`src/rtl/fifo_ctrl_th.sv`:
```
// fifo_ctrl_th
// -----------------------------------------------------------------------------
// Per-port synchronous packet-buffer FIFO sitting between the ingress parser
// and the output arbiter. It provides an occupancy count, programmable
// almost-full / almost-empty thresholds, and a registered read port with a
// one-cycle valid strobe. It also has sticky overflow / underflow flags and a
// synchronous flush.
//
// Handshake: a write is taken on a rising edge when wr_en is high and the FIFO
// can accept it. A read is taken when rd_en is high and the FIFO is not empty.
// The word read appears on data_out, with rd_valid high, for exactly the one
// cycle after the accepting edge. There is no ready output: the producer must
// watch full / almost_full, and the consumer must watch empty / almost_empty.
//
// Parameters
//   FIFO_SIZE   number of locations (power of two, >= 2)
//   W_WIDTH     data word width
//   AFULL_LVL   almost_full  when count >= AFULL_LVL  (1..FIFO_SIZE)
//   AEMPTY_LVL  almost_empty when count <= AEMPTY_LVL (0..FIFO_SIZE-1)
//
// Ports
//   clk           rising-edge clock
//   rst_n         asynchronous active-low reset
//   clr           synchronous flush: empties FIFO, clears error flags
//   wr_en         write request, data_in sampled with it
//   data_in       write data
//   rd_en         read request
//   data_out      registered read data (holds between reads)
//   rd_valid      data_out carries a newly read word this cycle
//   full/empty    count == FIFO_SIZE / count == 0
//   almost_full   count >= AFULL_LVL
//   almost_empty  count <= AEMPTY_LVL
//   count         occupancy 0..FIFO_SIZE
//   overflow      sticky: a write was rejected
//   underflow     sticky: a read was rejected
// -----------------------------------------------------------------------------
module fifo_ctrl_th #(
    parameter int FIFO_SIZE  = 64,
    parameter int W_WIDTH    = 8,
    parameter int AFULL_LVL  = 56,
    parameter int AEMPTY_LVL = 8
) (
    input  logic                         clk,
    input  logic                         rst_n,
    input  logic                         clr,
    input  logic                         wr_en,
    input  logic [W_WIDTH-1:0]           data_in,
    input  logic                         rd_en,
    output logic [W_WIDTH-1:0]           data_out,
    output logic                         rd_valid,
    output logic                         full,
    output logic                         empty,
    output logic                         almost_full,
    output logic                         almost_empty,
    output logic [$clog2(FIFO_SIZE):0]   count,
    output logic                         overflow,
    output logic                         underflow
);

    localparam int AW = $clog2(FIFO_SIZE);
    localparam int CW = AW + 1;

    // Storage is deliberately not reset so it can map onto plain RAM.
    logic [W_WIDTH-1:0] mem [FIFO_SIZE];

    logic [AW-1:0]      wr_ptr_q, wr_ptr_d;
    logic [AW-1:0]      rd_ptr_q, rd_ptr_d;
    logic [CW-1:0]      count_q, count_d;
    logic [W_WIDTH-1:0] data_out_q, data_out_d;
    logic               rd_valid_q, rd_valid_d;
    logic               overflow_q, overflow_d;
    logic               underflow_q, underflow_d;

    logic               rd_acc;
    logic               wr_acc;

    // Status flags decode the registered count only, so no request input has
    // a combinational path to any output.
    assign full         = (count_q == CW'(FIFO_SIZE));
    assign empty        = (count_q == '0);
    assign almost_full  = (count_q >= CW'(AFULL_LVL));
    assign almost_empty = (count_q <= CW'(AEMPTY_LVL));

    // A read frees a slot in the same edge, so a write at full is still taken
    // when it pairs with a read. At empty the read is refused (no fall-through).
    assign rd_acc = rd_en & ~empty & ~clr;
    assign wr_acc = wr_en & ~clr & (~full | rd_acc);

    always_comb begin
        wr_ptr_d    = wr_ptr_q;
        rd_ptr_d    = rd_ptr_q;
        count_d     = count_q;
        data_out_d  = data_out_q;
        rd_valid_d  = 1'b0;
        overflow_d  = overflow_q;
        underflow_d = underflow_q;

        if (clr) begin
            // Flush wins over any request; data_out keeps its last word.
            wr_ptr_d    = '0;
            rd_ptr_d    = '0;
            count_d     = '0;
            overflow_d  = 1'b0;
            underflow_d = 1'b0;
        end else begin
            if (wr_acc) begin
                wr_ptr_d = wr_ptr_q + AW'(1);
            end
            if (rd_acc) begin
                rd_ptr_d   = rd_ptr_q + AW'(1);
                data_out_d = mem[rd_ptr_q];
                rd_valid_d = 1'b1;
            end

            case ({wr_acc, rd_acc})
                2'b10:   count_d = count_q + CW'(1);
                2'b01:   count_d = count_q - CW'(1);
                default: count_d = count_q;
            endcase

            if (wr_en & full & ~rd_acc) begin
                overflow_d = 1'b1;
            end
            if (rd_en & empty) begin
                underflow_d = 1'b1;
            end
        end
    end

    always_ff @(posedge clk or negedge rst_n) begin
        if (!rst_n) begin
            wr_ptr_q    <= '0;
            rd_ptr_q    <= '0;
            count_q     <= '0;
            data_out_q  <= '0;
            rd_valid_q  <= 1'b0;
            overflow_q  <= 1'b0;
            underflow_q <= 1'b0;
        end else begin
            wr_ptr_q    <= wr_ptr_d;
            rd_ptr_q    <= rd_ptr_d;
            count_q     <= count_d;
            data_out_q  <= data_out_d;
            rd_valid_q  <= rd_valid_d;
            overflow_q  <= overflow_d;
            underflow_q <= underflow_d;
        end
    end

    always_ff @(posedge clk) begin
        if (wr_acc) begin
            mem[wr_ptr_q] <= data_in;
        end
    end

    assign data_out  = data_out_q;
    assign rd_valid  = rd_valid_q;
    assign count     = count_q;
    assign overflow  = overflow_q;
    assign underflow = underflow_q;

endmodule

```
`config.mk`:
```
export PLATFORM = sky130hd
export DESIGN_NAME = fifo_ctrl_th
export DESIGN_NICKNAME = d
export VERILOG_FILES = /design/src/rtl/fifo_ctrl_th.sv
export SDC_FILE = /design/constraint.sdc
export NUM_CORES = 1
export LEC_CHECK = 0
export CELL_PAD_IN_SITES_DETAIL_PLACEMENT = 1
export CELL_PAD_IN_SITES_GLOBAL_PLACEMENT = 2
export CORE_MARGIN = 4
export CORE_UTILIZATION = 44
export DETAILED_ROUTE_END_ITERATION = 10
export PLACE_DENSITY = 0.8
export SYNTH_ARGS = -nofsm -noshare
export SYNTH_HDL_FRONTEND = slang
export SYNTH_SLANG_ARGS = --single-unit
```
`constraint.sdc`:
```
create_clock -name clk -period 3.1 [get_ports clk]
set_clock_uncertainty 0.1 [all_clocks]
set_input_delay 0.62 -clock clk [delete_from_list [all_inputs] [get_ports clk]]
set_output_delay 0.62 -clock clk [all_outputs]
set_load 0.02 [all_outputs]
```
==> metrics.txt <==
grt peak-use layer met2; unrepaired setup endpoints after global routing false; Area growth syn-to-layout 15.9%; H-tree depth 2; diode count 0; met1 Usage GRT 27.3%; Rows around 80; leakage power just under 8 nW; Routed Wire Length 51.5 mm; Clock Latency Late Sink 600 ps; Seq. cell area 16100 µm²; Slew HR 41.7%; hold crit path type input port to async pin; TNS Setup 0 ps; Slew Limit Fails 0; CTS tree yes; switching share of power 25.8%; met3 Usage GRT 3.16%; cell area after placement 23200 µm²; initial antenna violation count 1; Hold Vio Cnt, Final 0; Crit path required time 2380 ps; post-layout net count between 1000 and 1500; Final Instance Area 25100 µm²; worst reg-to-reg path cell count 11; post-layout min period ~3000 ps; postcts setup bufs 0; IO Pins 35; CTS Hold Buffers Added 0; Worst Setup SP count[1]; vias in the first global route between 10000 and 15000; number of DRC markers in iteration 0 1021; root buffer cell clkbuf_16; Vias 11200; drt pass-1 iters 5; routing usage on met2 32.5%; Horiz. Die Dim 230 µm; synth warn 0; Clk pwr share 36.4%; Synth Flop Type edfxtp_1; DRC Markers 0; Slowest-stage cell, CP dfrtp_2; post-synthesis area per instance around 19 µm²; largest net degree at the start of global routing between 50 and 60; R2R Path Start count[5]; Peak VDD IR around 0.41 mV; Seq/Total Area, Yosys 74.5%; Syn Inst Count 1153; R2R Path End count[6]; status completed; Arrival @ worst endpoint about 2300 ps; Int Pwr between 10 and 15 mW; crit path launch type flip-flop; CP Cell Sequence or3_4, a2111oi_0, dlygate4sd2_1; CTS Buf Count 55; sw power just under 5 mW; final cycle utilization of the critical path 95.8%; Routed Antenna Nets 0; GRT overflow 0; clk sinks 542; fill count roughly 4400; combinational power share 20.2%; ys async rst share under 10%; worst-case clock buffer depth 3; Multi-input gate area 5180 µm²; Hold Worst Slack 18.6 ps; Die Ht 230 µm; first-pass GRT wire length 77.8 mm; Wirelength per Cell 26.2 µm; CP endpoint kind output port; Reg power frac 43.3%; GRT Util Overall 19.6%; pwr dens 764 nW/µm²; layout cells sized above 1 22.2%; Final GP Congestion approximately 0.84; post-synth cell types 52; Final Setup Violations 0; reg-to-reg slack, setup 180 ps; Slew @ Worst Pin just under 900 ps; worst stage delay on the critical path approximately 450 ps; WS Path Type flip-flop to output port; hpwl dp 33.1 mm; syn nets 1174; synthesis-stage register bit count 542; max-cap viol count 0; Via density 5.69; Clock transition at path regs roughly 60 ps; Max Clk Rate around 0.34 GHz; worst setup path endpoint almost_empty; area of the core 48700 µm²; Die ar. 52800 µm²; EDFF count, synth 512; worst-path fanout max 5; port bufs 34; synthesized area 21600 µm²; Starting Density between 40 and 50%
[stage by stage]
| stage | util (%) | worst slack [ps] | power (mW) | instances |
|---|---|---|---|---|
| finish | 51.4 | 131 | 19.2 | 1963 |
| global route | 51.4 | 0.634 | 19.9 | 1963 |
| CTS | 51.5 | 27.0 | 19.4 | 1963 |
| detailed placement | 47.6 | -160 | 12.4 | 1859 |
| global placement | 47.6 | -50.2 | 12.3 | 1859 |
| floorplan | - | 23.8 | 11.2 | 1153 |
[layout by cell type (no fill, tap or decap), types with 8 or more instances in the layout]
cell             Yosys  final
a211oi_1            17     16
a21oi_1             32     31
a22oi_1             24     24
buf_12               0     15
buf_2               20      9
buf_4                4     56
bufinv_16            0     10
clkbuf_1            14     18
clkbuf_16            0     56
clkdlybuf4s50_1      0     22
clkinv_2             0      8
dfrtp_1             30     22
edfxtp_1           512    512
mux2i_1             89     89
mux4_2              96     96
nand2_1             34     34
nor2_1             112    111
nor2b_1             13     13
nor3_1              18     18
o21ai_0             13     12
o221ai_1             8      8
o22ai_1              8      8
o41ai_1              8      8
[state kept, by name, summed over array words and instances (netlist names)]
register,count
count,7
data_out,8
underflow,1
mem,512
rd_valid,1
rd_ptr_q,6
wr_ptr_q,6
overflow,1
[critical path, delay by kind of cell (launching register included)]
family | cells | cell delay (ps)
flops | 1 | 450
simple gates | 1 | 430
compound gates | 1 | 400
buf+inv | 1 | 380
[cell usage after synthesis, drive strengths merged, types with 2 or more instances]
cell type / instances / area [µm²]
o31ai: 4 / 30.0
ha: 7 / 87.6
nor2b: 13 / 81.3
mux2i: 90 / 913
buf: 48 / 325
nand4: 3 / 18.8
o21ai: 13 / 65.1
or3b: 2 / 17.5
o21bai: 2 / 15.0
nand2: 34 / 128
or3: 4 / 35.0
or2: 3 / 18.8
xnor2: 5 / 43.8
o221ai: 8 / 70.1
nand3b: 5 / 37.5
nand2b: 7 / 46.3
o41ai: 9 / 97.6
a21oi: 32 / 160
edfxtp: 512 / 15400
nor2: 113 / 432
a21o: 2 / 16.3
nor3: 18 / 90.1
a22oi: 24 / 180
a211oi: 17 / 128
mux4: 96 / 2160
xor2: 7 / 61.3
inv: 5 / 18.8
nand3: 7 / 35.0
clkbuf: 15 / 57.6
dfrtp: 30 / 751
o22ai: 8 / 50.1
[cell type report]
class,count,area share [%]
clock buffer,76,5.97
clock inverter,28,1.63
inverter,5,0.0748
multi-input combinational,543,20.6
sequential,542,64.4
tap,664,3.31
timing repair buffer,105,4.01
[cells by family after synthesis]
kind of cell	share of synthesized area, %
AO/OA/AOI/OAI	3.95
XOR/XNOR	0.486
adder cells (fa/ha/maj)	0.497
buffers and inverters	1.86
flip-flops	74.5
multiplexers	14.3
AND/OR/NAND/NOR	4.43
[per-layer routing]
| metal | share of wire, % | vias up |
|---|---|---|
| li1 | - | 4855 |
| met1 | 43 | 5984 |
| met2 | 50 | 260 |
| met3 | 4.7 | 77 |
| met4 | 2.3 | 2 |
| met5 | 0.014 | - |
[what timing repair did]
item / 4_1_cts / 5_1_grt
setup endpoints to repair: 3 / 2
cloned: 0 / 0
resized for setup: 3 / 4
[worst min-delay path by stage]
stage,endpoint,cells past startpoint
5_1_grt,rd_ptr_q[0],1
4_1_cts,wr_ptr_q[5],1
2_1_floorplan,count[0],0
3_3_place_gp,underflow,2
6_report,wr_ptr_q[1],1
3_5_place_dp,overflow,2
[power by group through the flow]
stage / logic, mW / registers, mW / clock network (mW)
2_1_floorplan: 2.69 / 8.47 / 0
3_3_place_gp: 3.87 / 8.46 / 0
3_5_place_dp: 3.94 / 8.46 / 0
4_1_cts: 3.95 / 8.31 / 7.10
5_1_grt: 4.15 / 8.32 / 7.45
6_report: 3.87 / 8.30 / 6.98
Note: power is estimated with default switching activity, not from simulation.
